### src/rtl/pe_edge_sequencer.sv
// rtl/pe_edge_sequencer.sv - PE edge address, block and channel sequencer for the systolic conv array
// One job per start pulse: psum-in wraps walk blocks/channels, the last psum-out block closes the job.
module pe_edge_sequencer #(
   parameter int W_GROUP = 4,
   parameter int O_GROUP = 4,
   parameter int I_GROUP = W_GROUP + O_GROUP - 1,
   parameter int W_AW    = 2,
   parameter int O_AW    = 2,
   parameter int I_AW    = 3,
   parameter int BLK_CNT = 4,
   parameter int BLK_W   = 3,
   parameter int CH_CNT  = 2,
   parameter int CH_W    = 1
) (
   input  logic             clk,
   input  logic             sclr,
   input  logic             clk_en,
   input  logic             start,
   input  logic             en_w,
   input  logic             en_i,
   input  logic             en_o_in,
   input  logic             en_o_out,
   output logic [W_AW-1:0]  w_addr,
   output logic [I_AW-1:0]  i_addr,
   output logic [O_AW-1:0]  o_in_addr,
   output logic [O_AW-1:0]  o_out_addr,
   output logic [BLK_W-1:0] o_in_blk,
   output logic [BLK_W-1:0] o_out_blk,
   output logic [CH_W-1:0]  ch_idx,
   output logic             psum_first,
   output logic             psum_last,
   output logic             busy,
   output logic             done,
   output logic             err
);
   localparam logic [W_AW-1:0]  W_LAST   = W_AW'(W_GROUP - 1);
   localparam logic [I_AW-1:0]  I_LAST   = I_AW'(I_GROUP - 1);
   localparam logic [O_AW-1:0]  O_LAST   = O_AW'(O_GROUP - 1);
   localparam logic [BLK_W-1:0] BLK_LAST = BLK_W'(BLK_CNT - 1);
   localparam logic [CH_W-1:0]  CH_LAST  = CH_W'(CH_CNT - 1);

   typedef enum logic [1:0] {S_IDLE, S_RUN, S_DRAIN, S_DONE} state_t;

   state_t           r_state;
   state_t           w_state_nxt;
   logic [W_AW-1:0]  r_w_addr;
   logic [I_AW-1:0]  r_i_addr;
   logic [O_AW-1:0]  r_o_in_addr;
   logic [O_AW-1:0]  r_o_out_addr;
   logic [BLK_W-1:0] r_o_in_blk;
   logic [BLK_W-1:0] r_o_out_blk;
   logic [CH_W-1:0]  r_ch_idx;
   logic             r_out_fin;
   logic             r_err;

   logic w_any_en;
   logic w_in_wrap;
   logic w_out_wrap;
   logic w_in_blk_last;
   logic w_ch_last;
   logic w_final_in;
   logic w_out_fin_set;
   logic w_acc_wio;
   logic w_acc_in;
   logic w_clear;
   logic w_err_set;
   logic w_err_clr;

   assign w_any_en      = en_w | en_i | en_o_in | en_o_out;
   assign w_in_wrap     = en_o_in && (r_o_in_addr == O_LAST);
   assign w_out_wrap    = en_o_out && (r_o_out_addr == O_LAST);
   assign w_in_blk_last = (r_o_in_blk == BLK_LAST);
   assign w_ch_last     = (r_ch_idx == CH_LAST);
   assign w_final_in    = w_in_wrap && w_in_blk_last && w_ch_last;
   assign w_out_fin_set = w_out_wrap && (r_o_out_blk == BLK_LAST) && w_ch_last;

   always_comb begin
      w_state_nxt = r_state;
      w_acc_wio   = 1'b0;
      w_acc_in    = 1'b0;
      w_clear     = 1'b0;
      w_err_set   = 1'b0;
      w_err_clr   = 1'b0;
      case (r_state)
         S_IDLE: begin
            if (start) begin
               w_clear     = 1'b1;
               w_err_clr   = 1'b1;
               w_state_nxt = S_RUN;
            end else if (w_any_en) begin
               w_err_set = 1'b1;
            end
         end
         S_RUN: begin
            w_acc_wio = 1'b1;
            w_acc_in  = 1'b1;
            if (w_final_in) w_state_nxt = S_DRAIN;
         end
         S_DRAIN: begin
            w_acc_wio = 1'b1;
            if (en_o_in) w_err_set = 1'b1;
            if (r_out_fin || w_out_fin_set) w_state_nxt = S_DONE;
         end
         S_DONE: begin
            if (w_any_en) w_err_set = 1'b1;
            w_state_nxt = S_IDLE;
         end
         default: w_state_nxt = S_IDLE;
      endcase
   end

   always_ff @(posedge clk) begin
      if (sclr) begin
         r_state <= S_IDLE;
      end else if (clk_en) begin
         r_state <= w_state_nxt;
      end
   end

   // The channel index saturates on the final in-wrap so psum_last stays valid while draining.
   always_ff @(posedge clk) begin
      if (sclr) begin
         r_w_addr     <= '0;
         r_i_addr     <= '0;
         r_o_in_addr  <= '0;
         r_o_out_addr <= '0;
         r_o_in_blk   <= '0;
         r_o_out_blk  <= '0;
         r_ch_idx     <= '0;
         r_out_fin    <= 1'b0;
         r_err        <= 1'b0;
      end else if (clk_en) begin
         if (w_clear) begin
            r_w_addr     <= '0;
            r_i_addr     <= '0;
            r_o_in_addr  <= '0;
            r_o_out_addr <= '0;
            r_o_in_blk   <= '0;
            r_o_out_blk  <= '0;
            r_ch_idx     <= '0;
            r_out_fin    <= 1'b0;
         end else begin
            if (w_acc_wio && en_w)
               r_w_addr <= (r_w_addr == W_LAST) ? '0 : r_w_addr + 1'b1;
            if (w_acc_wio && en_i)
               r_i_addr <= (r_i_addr == I_LAST) ? '0 : r_i_addr + 1'b1;
            if (w_acc_in && en_o_in) begin
               r_o_in_addr <= (r_o_in_addr == O_LAST) ? '0 : r_o_in_addr + 1'b1;
               if (w_in_wrap) begin
                  if (w_in_blk_last) begin
                     r_o_in_blk <= '0;
                     if (!w_ch_last) r_ch_idx <= r_ch_idx + 1'b1;
                  end else begin
                     r_o_in_blk <= r_o_in_blk + 1'b1;
                  end
               end
            end
            if (w_acc_wio && en_o_out) begin
               r_o_out_addr <= (r_o_out_addr == O_LAST) ? '0 : r_o_out_addr + 1'b1;
               if (w_out_wrap)
                  r_o_out_blk <= (r_o_out_blk == BLK_LAST) ? '0 : r_o_out_blk + 1'b1;
            end
            if (w_acc_wio && w_out_fin_set) r_out_fin <= 1'b1;
         end
         if (w_err_clr) begin
            r_err <= 1'b0;
         end else if (w_err_set) begin
            r_err <= 1'b1;
         end
      end
   end

   assign w_addr     = r_w_addr;
   assign i_addr     = r_i_addr;
   assign o_in_addr  = r_o_in_addr;
   assign o_out_addr = r_o_out_addr;
   assign o_in_blk   = r_o_in_blk;
   assign o_out_blk  = r_o_out_blk;
   assign ch_idx     = r_ch_idx;
   assign psum_first = (r_ch_idx == '0);
   assign psum_last  = w_ch_last;
   assign busy       = (r_state == S_RUN) || (r_state == S_DRAIN);
   assign done       = (r_state == S_DONE);
   assign err        = r_err;
endmodule

### config.mk
export PLATFORM = sky130hd
export DESIGN_NAME = pe_edge_sequencer
export DESIGN_NICKNAME = d
export VERILOG_FILES = /design/src/rtl/pe_edge_sequencer.sv
export SDC_FILE = /design/constraint.sdc
export NUM_CORES = 1
export LEC_CHECK = 0
export CAP_MARGIN = 20
export CORE_ASPECT_RATIO = 1.5
export CORE_MARGIN = 2
export CORE_UTILIZATION = 40
export DETAILED_ROUTE_END_ITERATION = 8
export GPL_TIMING_DRIVEN = 0
export PLACE_DENSITY = 0.77
export REMOVE_ABC_BUFFERS = 1
export SLEW_MARGIN = 20
export SYNTH_ARGS = -nofsm -noshare
export SYNTH_HDL_FRONTEND = slang
export SYNTH_SLANG_ARGS = --single-unit
### constraint.sdc
create_clock -name clk -period 2.19 [get_ports clk]
set_input_delay 0.3285 -clock clk [delete_from_list [all_inputs] [get_ports clk]]
set_output_delay 0.3285 -clock clk [all_outputs]
set_load 0.01 [all_outputs]
==> results_dict.tcl <==
set metrics [dict create \
    ant_nets 0 \
    finalCriticalPeriod_ns 2.07 \
    port_buffers 28 \
    ctsRootBufferMaster "clkbuf_8" \
    seqCellArea_um2 400 \
    die_x_um 47.2 \
    p_leak_nw 0.562 \
    critPathKind "flip-flop to output pin" \
    cts_made_buffers 3 \
    dp_cells 190 \
    vias 1022 \
    rows 23 \
    hold_path_class "flip-flop to flip-flop" \
    drc 0 \
    switching_share_pct 31.7 \
    power_mw 0.935 \
    diodes 0 \
    synth.avg_cell_area_um2 8.56 \
    path_max_fanout 8 \
    finalHoldViolations 0 \
    rsz0062_at_grt "no" \
    crit_arrival_ns 1.75 \
    synth_seq_cells 20 \
    power.switching_mw 0.296 \
    ys_seq_area_share_pct 35.7 \
    drv_cap 0 \
    grt_pass1_wl_um 4120 \
    drt-initial-drc-count 11 \
    status "finished, final reports clean" \
    cts_tree "done" \
    dp_hpwl_um 1880 \
    routedWlPerCell_um 13.0 \
    grt_use_total_pct 17.6 \
    worst-path-buf-inv 2 \
    required_ns 1.86 \
    io_pins 29 \
    postSynth.asyncResetShare_pct 0 \
    finalCritPeriodShare_pct 94.7 \
    fillers 256 \
    die_area_um2 3250 \
    fp.coreArea_um2 2680 \
    dr.pass1.iters 4 \
    fmax_mhz 482 \
    start_util_pct 41.9 \
    slowest_delay_ns 0.56 \
    fp.dieH_um 68.8 \
    clkSinkCount 20 \
    final_util_pct 54.4 \
    netlist_instances 131 \
    cp_cell_sequence "inv_1 > ha_2 > clkdlybuf4s50_1" \
    slowest_stage "clkdlybuf4s50_1" \
    maxSlewHeadroom_pct 53.9 \
    finalSetupTns_ns 0 \
    grt_max_degree 21 \
    drive_gt1_share_pct 5.13 \
    worst_pin_slew_ns 0.690 \
    area_growth_pct 29.8 \
    finalMaxSlewViolations 0 \
    place_area_um2 1410 \
    setup_viol 0 \
    htree_num_levels 1 \
    p_clk_share_pct 26.3 \
    synth_edf_count 0 \
    grt-ovfl-total 0 \
    drt-total-wl_um 2500 \
    gp_congestion 0.747 \
    clk_pin_slew_ns 0.07 \
    multi_input_comb_area_um2 661 \
    p_comb_share_pct 30.3 \
    clk_path_buf_depth 2 \
    avgViaCountPerCell 5.30 \
    path_delay_family "buffers and inverters" \
    clock_latency_ns 0.26 \
    mappedNetlistArea_um2 1120 \
    p_int_mw 0.639 \
    fin_nets 177 \
    skew_ns 0.00404 \
    antenna_found_initial 0 \
    cp-start-kind "flip-flop" \
    peakVddDrop_v 0.000487 \
    ys_types 38 \
    fin_area_um2 1460 \
    synth_warnings 0 \
    sequentialPowerShare_pct 43.4 \
    cp-end-kind "output pin" \
    grt_pass1_vias 944 \
    synth_ff_type "dfxtp_1" \
    fin_cells 193 \
    powerDensity_nw_per_um2 643 \
]
==> worst min-delay path: stages (launching register included) <==
cell	delay, ns
dfxtp_1	0.33
nand2_1	0.06
a21oi_1	0.05
==> synth_stat cells, types with 3 or more instances <==
cell / n / area share [%]
inv_1: 7 / 2.3
ha_1: 11 / 12
nand2_1: 8 / 2.7
a32oi_1: 4 / 3.1
and2_1: 5 / 2.8
nand2b_1: 3 / 1.7
mux2i_1: 3 / 2.7
o21ai_0: 8 / 3.6
nor2_1: 17 / 5.7
and3_1: 3 / 1.7
nor3b_1: 3 / 2.0
dfxtp_1: 20 / 36
a21oi_1: 9 / 4.0
==> sequential cells by signal (all words and copies together) (netlist names) <==
register and flops:
err 1, i_addr 3, o_in_blk 3, o_in_addr 2, o_out_addr 2, r_state 2, ch_idx 1, w_addr 2
r_out_fin 1, o_out_blk 3
==> routing by layer <==
layer  share of wire [%]  track usage (%)  up-vias  routed length [um]
li1                    -                -      517                   -
met1                  43             21.2      483                1080
met2                  52             29.1       17                1310
met3                 2.0             2.34        5                  50
met4                 2.3             9.38        0                  57
met5                   0                0        -                   0
==> cell usage in the layout (no fill, tap or decap), types with 2 or more instances in the layout <==
cell	instances
clkdlybuf4s50_1	28
dfxtp_1	20
nor2_1	17
ha_1	10
a21oi_1	9
o21ai_0	8
nand2_1	8
inv_1	7
and2_1	5
a32oi_1	4
and3_1	3
mux2i_1	3
nand2b_1	3
nor3b_1	3
clkbuf_8	3
nor3_1	2
nand4_1	2
nor2b_1	2
==> worst paths after layout <==
| check | from | to | slack [ns] | cells after the start |
|---|---|---|---|---|
| max reg2reg | r_state[1] | o_out_blk[1] | 0.16 | 6 |
| min reg2reg | o_out_blk[1] | o_out_blk[1] | 0.47 | 2 |
| max | r_state[0] | busy | 0.12 | 3 |
| min | o_out_blk[1] | o_out_blk[1] | 0.47 | 2 |
==> metrics by stage <==
| step | setup slack, ns | hold WS [ns] |
|---|---|---|
| 3_5_place_dp | -0.00855 | 0.468 |
| 6_report | 0.115 | 0.474 |
| 5_1_grt | 0.0416 | 0.501 |
| 4_1_cts | 0.0733 | 0.479 |
| 2_1_floorplan | 0.389 | 0.398 |
| 3_3_place_gp | 0.00627 | 0.458 |
==> final cells by class <==
class	count	area share [%]
Clock buffer	3	2.84
Sequential cell	20	27.5
Multi-Input combinational cell	98	45.4
Timing Repair Buffer	28	19.3
Inverter	7	1.81
Tap cell	37	3.18
==> timing repair <==
item / in CTS / in global routing
hold buffers: 0 / 0
buffers inserted: 0 / 0
resized for setup: 0 / 1
setup endpoints to repair: 0 / 1
==> cell families (layout without fill, tap and decap cells) <==
logic type / Yosys count / after routing / synth area share, %
AND/OR/NAND/NOR: 53 / 53 / 24.9
AO/OA/AOI/OAI: 31 / 31 / 18.9
adder cells (fa/ha/maj): 11 / 11 / 12.3
buffers and inverters: 13 / 38 / 5.58
flip-flops: 20 / 20 / 35.7
multiplexers: 3 / 3 / 2.68
==> power by group through the flow <==
stage	Combinational [mW]	Clock, mW	Sequential [mW]
floorplan	0.164	0	0.417
global placement	0.269	0	0.412
detailed placement	0.278	0	0.415
CTS	0.280	0.249	0.407
global route	0.318	0.259	0.410
finish	0.283	0.246	0.406
Power figures use the tool's default switching activity.
